File: src/rtl/vga_timing_pkg.sv
// Shared raster timing constants and helpers for the VGA scan generator.
// Defaults describe 640x480@60 with a 25 MHz pixel rate.
package vga_timing_pkg;

    localparam int COORD_W   = 11;
    localparam int MAX_TOTAL = 2048;

    localparam int H_VISIBLE = 640;
    localparam int H_FRONT   = 16;
    localparam int H_SYNC    = 96;
    localparam int H_BACK    = 48;

    localparam int V_VISIBLE = 480;
    localparam int V_FRONT   = 10;
    localparam int V_SYNC    = 2;
    localparam int V_BACK    = 33;

    function automatic int scan_total(input int visible, input int front,
                                      input int sync, input int back);
        return visible + front + sync + back;
    endfunction

endpackage

File: src/rtl/vga_scan_gen_if.sv
// Raster timing bundle from the scan generator to the region testers
// and the VGA connector.
interface vga_scan_gen_if;
    import vga_timing_pkg::*;

    logic               pix_en;
    logic [COORD_W-1:0] visible_col;
    logic [COORD_W-1:0] visible_row;
    logic               video_on;
    logic               hsync;
    logic               vsync;
    logic               line_tick;
    logic               frame_tick;

    modport master (
        output pix_en, visible_col, visible_row, video_on,
               hsync, vsync, line_tick, frame_tick
    );

    modport slave (
        input pix_en, visible_col, visible_row, video_on,
              hsync, vsync, line_tick, frame_tick
    );

endinterface

File: src/rtl/pix_en_div.sv
// Pixel-enable divider: pix_en is high for one clk in every CLK_DIV clks,
// decoded combinationally from the divider count.
module pix_en_div #(
    parameter int CLK_DIV = 2
) (
    input  logic clk,
    input  logic BTN_S_n,
    output logic pix_en
);

    localparam int DIV_W = (CLK_DIV > 1) ? $clog2(CLK_DIV) : 1;
    localparam logic [DIV_W-1:0] DIV_LAST = DIV_W'(CLK_DIV - 1);

    logic [DIV_W-1:0] div;

    // NOTE: sequential state uses non-blocking assignments so every flop
    // samples pre-edge values regardless of block ordering.
    always_ff @(posedge clk or negedge BTN_S_n) begin
        if (!BTN_S_n) begin
            div <= '0;
        end else if (div == DIV_LAST) begin
            div <= '0;
        end else begin
            div <= div + DIV_W'(1);
        end
    end

    assign pix_en = (div == DIV_LAST);

endmodule

File: src/rtl/vga_scan_gen.sv
// Raster-scan timing generator: h/v counters advanced on pix_en and a
// registered output stage holding coordinates, syncs and line/frame ticks.
module vga_scan_gen #(
    parameter int H_VISIBLE = vga_timing_pkg::H_VISIBLE,
    parameter int H_FRONT   = vga_timing_pkg::H_FRONT,
    parameter int H_SYNC    = vga_timing_pkg::H_SYNC,
    parameter int H_BACK    = vga_timing_pkg::H_BACK,
    parameter int V_VISIBLE = vga_timing_pkg::V_VISIBLE,
    parameter int V_FRONT   = vga_timing_pkg::V_FRONT,
    parameter int V_SYNC    = vga_timing_pkg::V_SYNC,
    parameter int V_BACK    = vga_timing_pkg::V_BACK,
    parameter int CLK_DIV   = 2,
    parameter bit HS_POL    = 1'b0,
    parameter bit VS_POL    = 1'b0
) (
    input  logic           clk,
    input  logic           BTN_S_n,
    vga_scan_gen_if.master scan
);
    import vga_timing_pkg::*;

    localparam int H_TOTAL = scan_total(H_VISIBLE, H_FRONT, H_SYNC, H_BACK);
    localparam int V_TOTAL = scan_total(V_VISIBLE, V_FRONT, V_SYNC, V_BACK);

    if (H_TOTAL > MAX_TOTAL || V_TOTAL > MAX_TOTAL || CLK_DIV < 1) begin : g_bad_cfg
        $error("vga_scan_gen: totals must not exceed 2048 and CLK_DIV must be >= 1");
    end

    typedef logic [COORD_W-1:0] coord_t;

    localparam coord_t H_LAST   = coord_t'(H_TOTAL - 1);
    localparam coord_t V_LAST   = coord_t'(V_TOTAL - 1);
    localparam coord_t H_VIS    = coord_t'(H_VISIBLE);
    localparam coord_t V_VIS    = coord_t'(V_VISIBLE);
    localparam coord_t HS_FIRST = coord_t'(H_VISIBLE + H_FRONT);
    localparam coord_t HS_LAST  = coord_t'(H_VISIBLE + H_FRONT + H_SYNC - 1);
    localparam coord_t VS_FIRST = coord_t'(V_VISIBLE + V_FRONT);
    localparam coord_t VS_LAST  = coord_t'(V_VISIBLE + V_FRONT + V_SYNC - 1);

    logic   pix_en;
    coord_t h_cnt;
    coord_t v_cnt;
    logic   visible;
    logic   h_wrap;

    pix_en_div #(
        .CLK_DIV (CLK_DIV)
    ) u_pix_en_div (
        .clk     (clk),
        .BTN_S_n (BTN_S_n),
        .pix_en  (pix_en)
    );

    assign scan.pix_en = pix_en;
    assign visible     = (h_cnt < H_VIS) && (v_cnt < V_VIS);
    assign h_wrap      = pix_en && (h_cnt == H_LAST);

    always_ff @(posedge clk or negedge BTN_S_n) begin
        if (!BTN_S_n) begin
            h_cnt <= '0;
            v_cnt <= '0;
        end else if (pix_en) begin
            if (h_cnt == H_LAST) begin
                h_cnt <= '0;
                v_cnt <= (v_cnt == V_LAST) ? '0 : v_cnt + coord_t'(1);
            end else begin
                h_cnt <= h_cnt + coord_t'(1);
            end
        end
    end

    // Output stage samples the pre-edge counters, so every output lags the
    // counters by one clk and all of them stay mutually aligned.
    always_ff @(posedge clk or negedge BTN_S_n) begin
        if (!BTN_S_n) begin
            scan.video_on    <= 1'b0;
            scan.visible_col <= '0;
            scan.visible_row <= '0;
            scan.hsync       <= ~HS_POL;
            scan.vsync       <= ~VS_POL;
            scan.line_tick   <= 1'b0;
            scan.frame_tick  <= 1'b0;
        end else begin
            scan.video_on    <= visible;
            scan.visible_col <= visible ? h_cnt : '0;
            scan.visible_row <= visible ? v_cnt : '0;
            scan.hsync       <= (h_cnt >= HS_FIRST && h_cnt <= HS_LAST) ? HS_POL : ~HS_POL;
            scan.vsync       <= (v_cnt >= VS_FIRST && v_cnt <= VS_LAST) ? VS_POL : ~VS_POL;
            scan.line_tick   <= h_wrap;
            scan.frame_tick  <= h_wrap && (v_cnt == V_LAST);
        end
    end

endmodule

File: src/flat_wrapper.sv
// flat-port wrapper written by rule: the top's interface ports become plain ports
module vga_scan_gen_flat import vga_timing_pkg::*;
#(
    parameter int H_VISIBLE = vga_timing_pkg::H_VISIBLE,
    parameter int H_FRONT   = vga_timing_pkg::H_FRONT,
    parameter int H_SYNC    = vga_timing_pkg::H_SYNC,
    parameter int H_BACK    = vga_timing_pkg::H_BACK,
    parameter int V_VISIBLE = vga_timing_pkg::V_VISIBLE,
    parameter int V_FRONT   = vga_timing_pkg::V_FRONT,
    parameter int V_SYNC    = vga_timing_pkg::V_SYNC,
    parameter int V_BACK    = vga_timing_pkg::V_BACK,
    parameter int CLK_DIV   = 2,
    parameter bit HS_POL    = 1'b0,
    parameter bit VS_POL    = 1'b0
)
  (clk, BTN_S_n, scan_pix_en, scan_visible_col, scan_visible_row, scan_video_on, scan_hsync, scan_vsync, scan_line_tick, scan_frame_tick);
  vga_scan_gen_if scan_i ();
  input  logic clk;
  input  logic BTN_S_n;
  output wire logic [$bits(scan_i.pix_en)-1:0] scan_pix_en;
  output wire logic [$bits(scan_i.visible_col)-1:0] scan_visible_col;
  output wire logic [$bits(scan_i.visible_row)-1:0] scan_visible_row;
  output wire logic [$bits(scan_i.video_on)-1:0] scan_video_on;
  output wire logic [$bits(scan_i.hsync)-1:0] scan_hsync;
  output wire logic [$bits(scan_i.vsync)-1:0] scan_vsync;
  output wire logic [$bits(scan_i.line_tick)-1:0] scan_line_tick;
  output wire logic [$bits(scan_i.frame_tick)-1:0] scan_frame_tick;
  assign scan_pix_en = scan_i.pix_en;
  assign scan_visible_col = scan_i.visible_col;
  assign scan_visible_row = scan_i.visible_row;
  assign scan_video_on = scan_i.video_on;
  assign scan_hsync = scan_i.hsync;
  assign scan_vsync = scan_i.vsync;
  assign scan_line_tick = scan_i.line_tick;
  assign scan_frame_tick = scan_i.frame_tick;
  vga_scan_gen #(.H_VISIBLE(H_VISIBLE), .H_FRONT(H_FRONT), .H_SYNC(H_SYNC), .H_BACK(H_BACK), .V_VISIBLE(V_VISIBLE), .V_FRONT(V_FRONT), .V_SYNC(V_SYNC), .V_BACK(V_BACK), .CLK_DIV(CLK_DIV), .HS_POL(HS_POL), .VS_POL(VS_POL)) u_core (.clk(clk), .BTN_S_n(BTN_S_n), .scan(scan_i));
endmodule
File: config.mk
export PLATFORM = sky130hd
export DESIGN_NAME = vga_scan_gen_flat
export DESIGN_NICKNAME = d
export VERILOG_FILES = /design/src/rtl/vga_timing_pkg.sv /design/src/rtl/vga_scan_gen_if.sv /design/src/rtl/pix_en_div.sv /design/src/rtl/vga_scan_gen.sv /design/src/flat_wrapper.sv
export SDC_FILE = /design/constraint.sdc
export NUM_CORES = 1
export LEC_CHECK = 0
export ABC_AREA = 1
export BUFFER_PORTS_ARGS = -buffer_cell sky130_fd_sc_hd__buf_2
export CORE_ASPECT_RATIO = 0.8
export CORE_MARGIN = 2
export CORE_UTILIZATION = 50
export DETAILED_ROUTE_END_ITERATION = 7
export GPL_ROUTABILITY_DRIVEN = 0
export GPL_TIMING_DRIVEN = 0
export PLACE_DENSITY = 0.78
export RECOVER_POWER = 100
export SYNTH_ARGS = -nofsm -noshare
export SYNTH_HDL_FRONTEND = slang
export SYNTH_HIERARCHICAL = 1
export SYNTH_SLANG_ARGS = --single-unit
File: constraint.sdc
create_clock -name clk -period 2 [get_ports clk]
set_clock_uncertainty 0.15 [all_clocks]
set_input_delay 0.3 -clock clk [delete_from_list [all_inputs] [get_ports clk]]
set_output_delay 0.3 -clock clk [all_outputs]
set_load 0.02 [all_outputs]
* After elaboration in Yosys (flattened, before gate mapping) *
Cells that the tools add are included.

storage, ports and cells
  register bits after elaboration = 50
  output and inout bits = 28
  logic and storage cells = 34

cells by class
  add/subtract/negate cells = 3
  order comparisons = 6
  eq/ne operators = 2
  muxes and demuxes = 7
  reductions and logical operators = 6

operators with widths
  operator                                                                               number
  11-bit 2-to-1 mux                                                                      4
  11-bit by 1-bit adder with 11-bit output, second input constant                        2
  11-bit by 10-bit equality test with 1-bit output, second input constant                2
  11-bit by 10-bit greater-or-equal comparator with 1-bit output, second input constant  1
  11-bit by 9-bit greater-or-equal comparator with 1-bit output, second input constant   1
  11-bit by 10-bit <= comparator with 1-bit output, second input constant                1
  11-bit by 9-bit <= comparator with 1-bit output, second input constant                 1
  11-bit by 10-bit < comparator with 1-bit output, second input constant                 1
  11-bit by 9-bit < comparator with 1-bit output, second input constant                  1
  1-bit logical AND                                                                      5
  1-bit 2-to-1 mux                                                                       3
  2-bit AND reduction                                                                    1
  1-bit adder, second input constant                                                     1

* Longest topological paths before layout *
Gate-level depths: netlist of the first run.

  depth in word-level cells = 3
  depth in mapped cells = 8

* Modules after synthesis *
The synthesis of the first run kept the hierarchy.

by module, submodules not included
  module        times used  cells each  area each (um^2)
  vga_scan_gen  1           266         2278.4
  pix_en_div    1           2           28.8

* Worst setup path before layout of the first run *
OpenSTA, ideal clock, no wires.

  path type = reg2reg
  start = register u_core.u_pix_en_div.div (netlist: u_core/u_pix_en_div/pix_en)
  end = register u_core.h_cnt[9]
  library setup time = 119 ps
  arrival = 1179 ps
  required time = 1731 ps
  path slack = 552 ps
  cell stages (with the launch flop) = 7
  path buffers = 1
  cells stage by stage = dfrtp_1 buf_4 nand2_1 nor3_2 nand3_1 nand2_1 nor2_1

RTL lines
  element                 RTL line            text
  start, declared         pix_en_div.sv:14    logic [DIV_W-1:0] div;
  start signal, assigned  pix_en_div.sv:24    div <= div + DIV_W'(1);
  end signal, assigned    vga_scan_gen.sv:67  h_cnt <= h_cnt + coord_t'(1);
  end, declared           vga_scan_gen.sv:41  coord_t h_cnt;

==> results of run 1 <==
==> cells by family after synthesis <==
logic type	share of synthesized area [%]
buffers and inverters	8.41
AOI/OAI and AO/OA	4.83
adders and majority gates	1.63
DFF	54.3
xor gates and xnor gates	1.52
other	0.163
and+or+nand+nor	29.1
==> registers in the layout, summed over array words and instances, names as in the netlist <==
name and count:
u_core/h_cnt 11, u_core/scan.visible_col 11, u_core/scan.visible_row 11, u_core/v_cnt 11, u_core/scan.frame_tick 1, u_core/scan.hsync 1, u_core/scan.line_tick 1, u_core/scan.video_on 1
u_core/scan.vsync 1, u_core/u_pix_en_div/pix_en 1
==> critical path: cells and delay by family, from the launching register on <==
kind                   cells  cell delay (ps)
flip-flops                 1              380
buffers and inverters      1              180
AND/OR/NAND/NOR            5              870
==> per-layer routing <==
layer	global-route usage, %	vias up	wire (um)
li1	-	904	-
met3	4.32	7	227
met4	7.20	0	62
met1	27.6	796	2060
met2	28.3	45	1960
met5	0	-	0
==> worst max-delay path by stage <==
| stage | from | endpoint | slack [ps] | cells after the start |
|---|---|---|---|---|
| after global placement | u_core/h_cnt[0] | u_core/v_cnt[3] | 450 | 7 |
| after global routing | u_core/h_cnt[1] | u_core/v_cnt[4] | 160 | 6 |
| after detailed placement | u_core/h_cnt[1] | u_core/v_cnt[2] | 420 | 7 |
| final | u_core/u_pix_en_div/pix_en | u_core/h_cnt[9] | 310 | 6 |
| after floorplan | u_core/u_pix_en_div/pix_en | u_core/h_cnt[9] | 550 | 6 |
| after CTS | u_core/h_cnt[1] | u_core/v_cnt[2] | 410 | 7 |
==> cell type report <==
type,count,area share (%)
inverter,34,4.99
buffer,8,2.01
timing repair buffer,29,4.31
clock inverter,2,0.636
clock buffer,6,3.23
tap,60,2.94
multi-input combinational,178,32.8
sequential,50,49.0
==> through the flow <==
step	hold slack, ps	worst slack (ps)	std cells	util, %	power, mW
after global placement	275	453	359	56.2	1.06
after detailed placement	284	424	359	56.2	1.06
final	75.5	311	367	56.6	1.67
after global routing	186	159	367	56.6	1.74
after floorplan	-146	552	270	-	1.04
after CTS	82.3	408	367	58.3	1.68
==> power breakdown <==
group / internal (mW) / switching, mW
clock: 0.285 / 0.340
combinational: 0.00183 / 0.0238
sequential: 1.01 / 0.000841
total: 1.30 / 0.365
==> cell usage in the layout, fill, tap and decap left out, drive strengths merged <==
master    instances
nor3             11
buf               4
nand3            21
o21ai            13
clkinvlp          1
ha                3
nor2             46
conb              3
nand2            69
o21bai            1
a21oi             2
clkbuf           39
inv              34
dfrtp            48
nand4             4
clkinv            1
dfstp             2
xor2              4
a31oi             1
==> impl_results.md, run 1 <==
- Status: finished, final reports clean
- CTS tree: built
- Final wirelength: 4.30 mm
- Area grow syn2layout: 10.8%
- Via count: 1752
- Worst-margin pin slew: 1190 ps
- Layout cells sized above 1: 9.77%
- Boundary pin count: 30
- Worst R2R End: u_core/h_cnt[9]
- Clock Path Buffers: 2
- Dpl cell area: 0.00253 mm^2
- Peak VDD IR: 0.315 mV
- First-pass GRT wire length: 7.62 mm
- Critical path arrival: 1740 ps
- Mean Syn Cell Area: 8.61 um^2
- Worst r2r path cells: 6
- Yosys warning total: 6
- DRC viols: 0
- Post-DR wirelength/cell: 11.7 um
- Max incr delay on CP: 530 ps
- Mapped Cells: 268
- Final instance area: 0.00256 mm^2
- Cells along the critical path: buf_4 > nand2_1 > nor3_1 > nand3_1 > nand2_1 > nor2_1
- Final number of setup-violating endpoints: 0
- Tcrit/Tclk final: 84.4%
- Worst Hold Class: primary input to asynchronous set/reset pin
- EDFF count, synth: 0
- Crit path capture type: register
- Filler cells: 438
- Final Max Tran Viols: 0
- DRT Pass-1 Iters: 4
- Fin nets: 311
- CTS buffer count: 5
- Setup TNS: 0 ps
- Largest net degree at the start of global routing: 51
- Initial core utilization: 51.1%
- Synth cell types: 27
- CTS Root Cell: clkbuf_8
- Most common cell in the netlist: nand2_1
- Post-Syn Area: 0.00231 mm^2
- Initial antenna violation count: 0
- Leakage Power: 1.28 nW
- Post-CTS Hold Fix Bufs: 0
- H-tree depth: 2
- Die Area: 0.00518 mm^2
- Grt total ovfl: 0
- Max_slew headroom: 20.7%
- Vias per cell: 4.77
- Die Wd: 79.9 um
- Cell taking the most area after synthesis: dfrtp_1
- DP HPWL: 3.14 mm
- Flop2flop setup slack: 310 ps
- Fmax: 592 MHz
- Post-DRT Antenna Nets: 0
- Crit-path most repeated cell: nand2_1
- Synth top area cells: dfrtp_1, nand2_1, nor2_1, inv_1, nand3_1
- Tmin final: 1690 ps
- Critical R2R Launch: u_core/u_pix_en_div/pix_en
- WS Path Type: register to register
- Die height: 64.8 um
- Crit start category: register
- RSZ-0062 raised after global routing: no
- Iter 0 DRT Violations: 186
- Max cap viols: 0
- Gr usage total: 19.2%
- Area of the multi-input gates: 840 um^2
- I/O Buffers: 29
- Synth cell count leaders: nand2_1, dfrtp_1, nor2_1
- Post-CTS resize count: 0
- Clock sinks: 50
- Post-CTS Repair Setup Buffers: 0
- Post-synthesis sequential area ratio: 54.3%
- Final Hold Viols: 0
- Core box area: 0.00451 mm^2
- Clock latency on the worst-skew pair: 310 ps
- Worst Path Max Fanout: 10
- WP data required: 2050 ps
- Slowest cell on the critical path: nor3_1
- Post-synth ARST share: 100%
- #FFs+latches synth: 50
- Power Dens Cells: 651 mW/mm^2
- Register Area: 0.00125 mm^2
- N_diodes: 0
- Post-synth top flop: dfrtp_1
- Vias in the first global route: 1684
- Cell Rows: 22
- Clock transition at path regs: 90 ps
- Yosys top cell area share: 52.1%
Power figures use the tool's default switching activity.
==> run 2, diff against run 1 <==
--- a/config.mk
+++ b/config.mk
@@ -5,7 +5,7 @@
 export SDC_FILE = /design/constraint.sdc
 export NUM_CORES = 1
 export LEC_CHECK = 0
-export ABC_AREA = 1
+export ABC_AREA = 0
 export BUFFER_PORTS_ARGS = -buffer_cell sky130_fd_sc_hd__buf_2
 export CORE_ASPECT_RATIO = 0.8
 export CORE_MARGIN = 2
@@ -13,7 +13,7 @@
 export DETAILED_ROUTE_END_ITERATION = 7
 export GPL_ROUTABILITY_DRIVEN = 0
 export GPL_TIMING_DRIVEN = 0
-export PLACE_DENSITY = 0.78
+export PLACE_DENSITY = 0.81
 export RECOVER_POWER = 100
 export SYNTH_ARGS = -nofsm -noshare
 export SYNTH_HDL_FRONTEND = slang
==> constraint.sdc (replaced) <==
create_clock -name clk -period 1.55 [get_ports clk]
set_clock_uncertainty 0.15 [all_clocks]
set_input_delay 0.2325 -clock clk [delete_from_list [all_inputs] [get_ports clk]]
set_output_delay 0.2325 -clock clk [all_outputs]
set_load 0.02 [all_outputs]
==> run 2 against run 1 <==
The run now ends with negative hold slack, negative setup slack left. Sequential share of layout area fell by 4.5 points. Clock power is 16% higher. Clock-buffer cell count fell by 1. Non-clock buffer count increased by 32. Synthesized cell count decreased by 30%. Global-route usage fell by 0.071 points. Register-to-register slack got worse by 610 ps. Critical endpoint is now u_core/v_cnt[5]. Largest cell class unchanged. Highest routed layer unchanged.
==> impl_results.md, run 2 <==
- Status: finished, violations left (was finished, final reports clean)
- Failing checks: negative hold slack, negative setup slack
- Clk pwr share: 35.1% (was 37.6%)
- End-of-flow core utilization: 68.0% (was 56.6%)
- DP HPWL: 2.64 mm (was 3.14 mm)
- Initial core utilization: 51.6% (was 51.1%)
- Power Dens Cells: 732 mW/mm^2 (was 651 mW/mm^2)
- Final Max Tran Viols: 0 (unchanged)
- Post-DRT Antenna Nets: 0 (unchanged)
- DRT Pass-1 Iters: 4 (unchanged)
- Setup ws final: -298 ps (was 311 ps)
- Worst Hold Class: primary input to asynchronous set/reset pin (unchanged)
- Worst Path Max Fanout: 5 (was 10)
- Worst R2R End: u_core/v_cnt[5] (was u_core/h_cnt[9])
- Critical path arrival: 1890 ps (was 1740 ps)
- Crit start category: register (unchanged)
- Tcrit/Tclk final: 119% (was 84.4%)
- Final number of setup-violating endpoints: 37 (was 0)
- Leakage Power: 1.38 nW (was 1.28 nW)
- Clock sinks: 50 (unchanged)
- EDFF count, synth: 0 (unchanged)
- Synth cell types: 36 (was 27)
- WP data required: 1600 ps (was 2050 ps)
- WS Path Type: register to register (unchanged)
- CTS Root Cell: clkbuf_8 (unchanged)
- CTS buffer count: 5 (unchanged)
- Internal: 1.62 mW (was 1.30 mW)
- Most common cell in the netlist: dfrtp_1 (was nand2_1)
- Area grow syn2layout: 31.8% (was 10.8%)
- Dpl cell area: 0.00239 mm^2 (was 0.00253 mm^2)
- Fmax: 541 MHz (was 592 MHz)
- Worst-margin pin slew: 1160 ps (was 1190 ps)
- RSZ-0062 raised after global routing: yes (was no)
- Peak VDD IR: 0.385 mV (was 0.315 mV)
- Via count: 1706 (was 1752)
- Sequential cell fraction of total power: 63.3% (was 60.9%)
- Post-synthesis sequential area ratio: 58.5% (was 54.3%)
- Vias in the first global route: 1477 (was 1684)
- Yosys warning total: 6 (unchanged)
- Largest net degree at the start of global routing: 51 (unchanged)
- Clock transition at path regs: 90 ps (about the same)
- Synth top area cells: dfrtp_1, and2_1, a22o_1, o21ai_0, dfstp_2 (was dfrtp_1, nand2_1, nor2_1, inv_1, nand3_1)
- First-pass GRT wire length: 7.18 mm (was 7.62 mm)
- Mapped Cells: 187 (was 268)
- Post-synth ARST share: 100% (unchanged)
- Cell Rows: 21 (was 22)
- Iter 0 DRT Violations: 145 (was 186)
- Register Area: 0.00126 mm^2 (was 0.00125 mm^2)
- Final wirelength: 4.91 mm (was 4.30 mm)
- Commonest cells after routing, fill and taps aside: dfrtp_1, buf_4, buf_2 (was nand2_1, dfrtp_1, nor2_1)
- Tmin final: 1850 ps (was 1690 ps)
- Mean Syn Cell Area: 11.5 um^2 (was 8.61 um^2)
- Fin nets: 262 (was 311)
- Post-Syn Area: 0.00214 mm^2 (was 0.00231 mm^2)
- Sw Share: 21.7% (was 21.9%)
- Core box area: 0.00415 mm^2 (was 0.00451 mm^2)
- Yosys top cell area share: 56.1% (was 52.1%)
- Initial antenna violation count: 0 (unchanged)
- Clock Path Buffers: 2 (unchanged)
- Post-synth top flop: dfrtp_1 (unchanged)
- # placed instances: 275 (was 359)
- #FFs+latches synth: 50 (unchanged)
- Vias per cell: 5.43 (was 4.77)
- Max_slew headroom: 22.4% (was 20.7%)
- Combinational share of power: 1.6% (was 1.5%)
- N_diodes: 0 (unchanged)
- Post-DR wirelength/cell: 15.6 um (was 11.7 um)
- Area of the multi-input gates: 925 um^2 (was 840 um^2)
- Grt total ovfl: 0 (unchanged)
- Critical R2R Launch: u_core/v_cnt[1] (was u_core/u_pix_en_div/pix_en)
- Most common cell after layout, fill and taps aside: dfrtp_1 (was nand2_1)
- Filler cells: 284 (was 438)
- Final Hold Viols: 11 (was 0)
- DRC viols: 0 (unchanged)
- Clock latency on the worst-skew pair: 310 ps (about the same)
- I/O Buffers: 29 (unchanged)
- H-tree depth: 2 (unchanged)
- Gr usage total: 19.1% (was 19.2%)
- Worst r2r path cells: 7 (was 6)
- Cell taking the most area after synthesis: dfrtp_1 (unchanged)
- Final instance area: 0.00282 mm^2 (was 0.00256 mm^2)
- Die Area: 0.00483 mm^2 (was 0.00518 mm^2)
- Synth cell count leaders: dfrtp_1, and2_1, nor2_1 (was nand2_1, dfrtp_1, nor2_1)
- Crit path capture type: register (unchanged)
- Fin cells: 314 (was 367)
- Die Wd: 77.2 um (was 79.9 um)
- Boundary pin count: 30 (unchanged)
- Max cap viols: 0 (unchanged)
- Flop2flop setup slack: -300 ps (was 310 ps)
- Worst hold slack: -8.75 ps (was 75.5 ps)
- Net Sw Power: 448 uW (was 365 uW)
- CTS tree: built (unchanged)
- Layout cells sized above 1: 41.6% (was 9.77%)
- Die height: 62.5 um (was 64.8 um)
[run 2: changes by cell type after synthesis, sizes merged, moves of 6 or more]
cell,change
nand2,-61
nor2,-33
inv,-29
and2,+21
nand3,-14
a22o,+8
and3,+6
[run 2: power by group through the flow]
stage / combinational [mW] / sequential (mW) / clock, mW
5_1_grt: 0.0404 / 1.31 / 0.805
6_report: 0.0336 / 1.31 / 0.726
4_1_cts: 0.0355 / 1.31 / 0.745
2_1_floorplan: 0.000629 / 1.34 / 0
3_5_place_dp: 0.0356 / 1.33 / 0
3_3_place_gp: 0.0359 / 1.33 / 0
[run 2: per-layer routing]
| metal | GRT usage (%) | part of all wire, % |
|---|---|---|
| met5 | 0 | 0 |
| met4 | 9.60 | 3.0 |
| met3 | 3.76 | 7.4 |
| met2 | 28.6 | 46 |
| met1 | 26.7 | 43 |
[run 2: how the worst max path moves through the flow]
stage	startpoint	endpoint	slack (ps)	cells after the start
global route	u_core/v_cnt[1]	u_core/v_cnt[5]	-360	7
finish	u_core/v_cnt[1]	u_core/v_cnt[5]	-300	7
global placement	u_core/h_cnt[0]	u_core/v_cnt[8]	-330	7
detailed placement	u_core/h_cnt[0]	u_core/v_cnt[6]	-350	7
CTS	u_core/h_cnt[1]	u_core/v_cnt[6]	-170	7
floorplan	u_core/h_cnt[0]	u_core/v_cnt[9]	-160	7
[run 2: area by class of cell]
type	count	area share (%)
clock inverter	2	0.532
sequential	50	44.5
timing repair buffer	62	14.1
tap	57	2.53
multi-input combinational	126	32.8
clock buffer	5	2.44
buffer	7	2.35
inverter	5	0.842
[run 2: cell families (layout without fill, tap and decap cells)]
family	Yosys count	count (layout)	synth area share [%]
and+or+nand+nor	84	84	23.5
DFF	50	50	58.5
AOI/OAI and AO/OA	24	24	7.36
buffers and inverters	13	81	3.39
xor gates and xnor gates	8	8	3.27
muxes	4	4	1.99
adders and majority gates	3	3	1.75
other	1	3	0.175
[run 2: repair_timing]
item | 4_1_cts | 5_1_grt
endpoints found under the setup margin | 37 | 40
buffers inserted | 14 | 19
pin swaps | 5 | 14
gates cloned | 1 | 0
gates resized for setup | 18 | 19
endpoints found under the hold margin | 22 | 0
[run 2: critical path, cell delays in order, from the launching register on]
cell	delay, ps
dfrtp_1	430
inv_2	100
ha_4	130
and4b_1	200
and3_4	230
buf_6	130
o21ai_0	100
mux2_2	270
[run 2: per-stage QoR]
| step | TNS, ps | power, mW | setup WS (ps) |
|---|---|---|---|
| after CTS | -1730 | 2.09 | -172 |
| after global routing | -5840 | 2.15 | -362 |
| after global placement | -3860 | 1.37 | -327 |
| after floorplan | -1340 | 1.34 | -158 |
| after detailed placement | -4330 | 1.37 | -353 |
| final | -3680 | 2.07 | -298 |
==> run 3, diff against run 2 <==
--- a/config.mk
+++ b/config.mk
@@ -8,7 +8,6 @@
 export ABC_AREA = 0
 export BUFFER_PORTS_ARGS = -buffer_cell sky130_fd_sc_hd__buf_2
 export CORE_ASPECT_RATIO = 0.8
-export CORE_MARGIN = 2
 export CORE_UTILIZATION = 50
 export DETAILED_ROUTE_END_ITERATION = 7
 export GPL_ROUTABILITY_DRIVEN = 0
@@ -17,5 +16,4 @@
 export RECOVER_POWER = 100
 export SYNTH_ARGS = -nofsm -noshare
 export SYNTH_HDL_FRONTEND = slang
-export SYNTH_HIERARCHICAL = 1
 export SYNTH_SLANG_ARGS = --single-unit
==> run 3 against run 2 <==
The run still ends with negative hold slack, negative setup slack left. First-iteration DRC count rose by 120%. Clock power is 29% higher. Maximum frequency decreased by 0.34%. Clock-buffer cell count rose by 1. Area after synthesis down 0.70%. Final cell count increased by 0.64%. Critical endpoint is now u_core.v_cnt[8]. Core utilization rose by 8.7 points. Synthesized cell count stayed put.
==> impl_results.md, run 3 <==
- Worst Path Max Fanout: 10 (was 5)
- Area grow syn2layout: 41.6% (was 31.8%)
- Largest net degree at the start of global routing: 51 (unchanged)
- Post-DR wirelength/cell: 20.4 um (was 15.6 um)
- DRC viols: 0 (unchanged)
- Met2 wire length: 2.96 mm (was 2.27 mm)
- Final wirelength: 6.44 mm (was 4.91 mm)
- Synth cell types: 36 (unchanged)
- Die Wd: 74.9 um (was 77.2 um)
- Flop2flop setup slack: -300 ps (about the same)
- Vias in the first global route: 1744 (was 1477)
- Post-synth top flop: dfrtp_1 (unchanged)
- Mean Syn Cell Area: 11.4 um^2 (was 11.5 um^2)
- Dpl cell area: 0.00237 mm^2 (was 0.00239 mm^2)
- Cell Rows: 20 (was 21)
- Die height: 60.3 um (was 62.5 um)
- Post-Syn Area: 0.00213 mm^2 (was 0.00214 mm^2)
- Met3 Routed Length: 602 um (was 362 um)
- Worst R2R End: u_core.v_cnt[8] (was u_core/v_cnt[5])
- Worst r2r path cells: 7 (unchanged)
- CTS tree: built (unchanged)
- DRT Pass-1 Iters: 7 (was 4)
- Filler cells: 225 (was 284)
- Vias per cell: 5.96 (was 5.43)
- Crit path capture type: register (unchanged)
- Tcrit/Tclk final: 120% (was 119%)
- Most common cell in the netlist: dfrtp_1 (unchanged)
- Boundary pin count: 30 (unchanged)
- Post-synth ARST share: 100% (unchanged)
- Via count: 1883 (was 1706)
- Final number of setup-violating endpoints: 42 (was 37)
- Synth cell count leaders: dfrtp_1, and2_1, nand3_1 (was dfrtp_1, and2_1, nor2_1)
- Yosys top cell area share: 56.5% (was 56.1%)
- Post-synthesis sequential area ratio: 58.9% (was 58.5%)
- CTS buffer count: 5 (unchanged)
- Grt total ovfl: 0 (unchanged)
- Commonest cells after routing, fill and taps aside: dfrtp_1, buf_4, clkbuf_1 (was dfrtp_1, buf_4, buf_2)
- DP HPWL: 2.54 mm (was 2.64 mm)
- Most common cell after layout, fill and taps aside: dfrtp_1 (unchanged)
- WS Path Type: register to register (unchanged)
- H-tree depth: 2 (unchanged)
- Worst hold slack: -7.69 ps (was -8.75 ps)
- Critical path arrival: 1900 ps (was 1890 ps)
- Met1 WL: 2.59 mm (was 2.13 mm)
- RSZ-0062 raised after global routing: yes (unchanged)
- Mapped Cells: 187 (unchanged)
- Fin cells: 316 (was 314)
- Leakage Power: 1.28 nW (was 1.38 nW)
- Clock Path Buffers: 2 (unchanged)
- Die Area: 0.00452 mm^2 (was 0.00483 mm^2)
- Power Dens Cells: 756 mW/mm^2 (was 732 mW/mm^2)
- Final instance area: 0.00301 mm^2 (was 0.00282 mm^2)
- Final Max Tran Viols: 0 (unchanged)
- Clock sinks: 50 (unchanged)
- Initial core utilization: 54.1% (was 51.6%)
- First-pass GRT wire length: 8.86 mm (was 7.18 mm)
- Critical R2R Launch: u_core.v_cnt[1] (was u_core/v_cnt[1])
- Synth top area cells: dfrtp_1, and2_1, xnor2_1, nand3_1, dfstp_2 (was dfrtp_1, and2_1, a22o_1, o21ai_0, dfstp_2)
- # placed instances: 273 (was 275)
- Tmin final: 1850 ps (about the same)
- Clock latency on the worst-skew pair: 310 ps (about the same)
- Yosys warning total: 0 (was 6)
- Iter 0 DRT Violations: 320 (was 145)
- EDFF count, synth: 0 (unchanged)
- Post-DRT Antenna Nets: 0 (unchanged)
- Setup ws final: -304 ps (was -298 ps)
- Max_slew headroom: 22.3% (was 22.4%)
- Layout cells sized above 1: 44.4% (was 41.6%)
- Initial antenna violation count: 0 (unchanged)
- Failing checks: negative hold slack, negative setup slack (unchanged)
- I/O Buffers: 29 (unchanged)
- Peak VDD IR: 0.791 mV (was 0.385 mV)
- Core box area: 0.00393 mm^2 (was 0.00415 mm^2)
- Max cap viols: 0 (unchanged)
- Fmax: 539 MHz (was 541 MHz)
- WP data required: 1600 ps (about the same)
- Top layer in use: met4 (unchanged)
- CTS Root Cell: clkbuf_8 (unchanged)
- Gr usage total: 27.5% (was 19.1%)
- Worst Hold Class: primary input to asynchronous set/reset pin (unchanged)
- Clock transition at path regs: 90 ps (about the same)
- Worst-margin pin slew: 1170 ps (was 1160 ps)
- Final Hold Viols: 23 (was 11)
- Crit start category: register (unchanged)
- Cell taking the most area after synthesis: dfrtp_1 (unchanged)
- N_diodes: 0 (unchanged)
- Status: finished, violations left (unchanged)
- #FFs+latches synth: 50 (unchanged)
- Fin nets: 266 (was 262)
-- run 3: cells by family after synthesis --
group	Yosys count	synth area share, %
and+or+nand+nor	78	22.8
DFF	50	58.9
AOI/OAI and AO/OA	23	6.47
buffers and inverters	18	3.65
xor gates and xnor gates	9	3.71
adders and majority gates	4	2.35
muxes	4	1.88
other	1	0.176
-- run 3: critical path: stages, from the launching register on --
cell	delay (ps)
dfrtp_2	450
inv_2	100
ha_4	120
nor4bb_4	230
nand4_1	230
clkbuf_8	240
a21oi_2	130
mux2i_1	100
-- run 3: worst max-delay path by stage --
stage / from / to / slack [ps] / cells past startpoint
floorplan: u_core.h_cnt[0] / u_core.v_cnt[7] / -180 / 6
global placement: u_core.h_cnt[0] / u_core.v_cnt[5] / -440 / 8
detailed placement: u_core.h_cnt[0] / u_core.v_cnt[5] / -430 / 8
CTS: u_core.v_cnt[1] / u_core.v_cnt[7] / -170 / 7
global route: u_core.h_cnt[1] / u_core.v_cnt[6] / -350 / 7
finish: u_core.v_cnt[1] / u_core.v_cnt[8] / -300 / 7
-- run 3: final cells by class --
class,count,area (um^2),area share (%)
inverter,9,36.3,1.20
multi-input combinational,121,1030,34.3
sequential,50,1270,42.1
clock buffer,6,72.6,2.41
clock inverter,2,38.8,1.29
buffer,6,63.8,2.12
tap,55,68.8,2.29
timing repair buffer,67,430,14.3
-- run 3: timing repair --
item	in CTS	in global routing
cloned	2	0
pin swaps	29	15
endpoints found under the hold margin	27	0
gates resized for setup	52	42
setup endpoints to repair	40	42
buffers inserted	29	8
-- run 3: per-layer routing --
metal,vias to the layer above,global-route usage (%)
li1,791,-
met1,913,36.3
met2,139,41.3
met3,40,9.63
met4,0,12.1
met5,-,0
-- run 3: power breakdown --
part           internal (mW)  leakage, nW  switching (mW)  total (mW)
clock network          0.485       0.0554           0.451       0.936
registers               1.31        0.636        0.000758        1.31
logic                0.00238        0.587          0.0302      0.0326
-- run 3: stage by stage --
stage | power (mW) | setup WS, ps | setup TNS (ps) | utilization (%)
after floorplan | 1.34 | -182 | -1130 | -
after global routing | 2.34 | -347 | -7680 | 76.7
final | 2.28 | -304 | -6280 | 76.7
after detailed placement | 1.37 | -434 | -8780 | 60.4
after CTS | 2.26 | -168 | -2060 | 73.5
after global placement | 1.37 | -443 | -7840 | 60.4
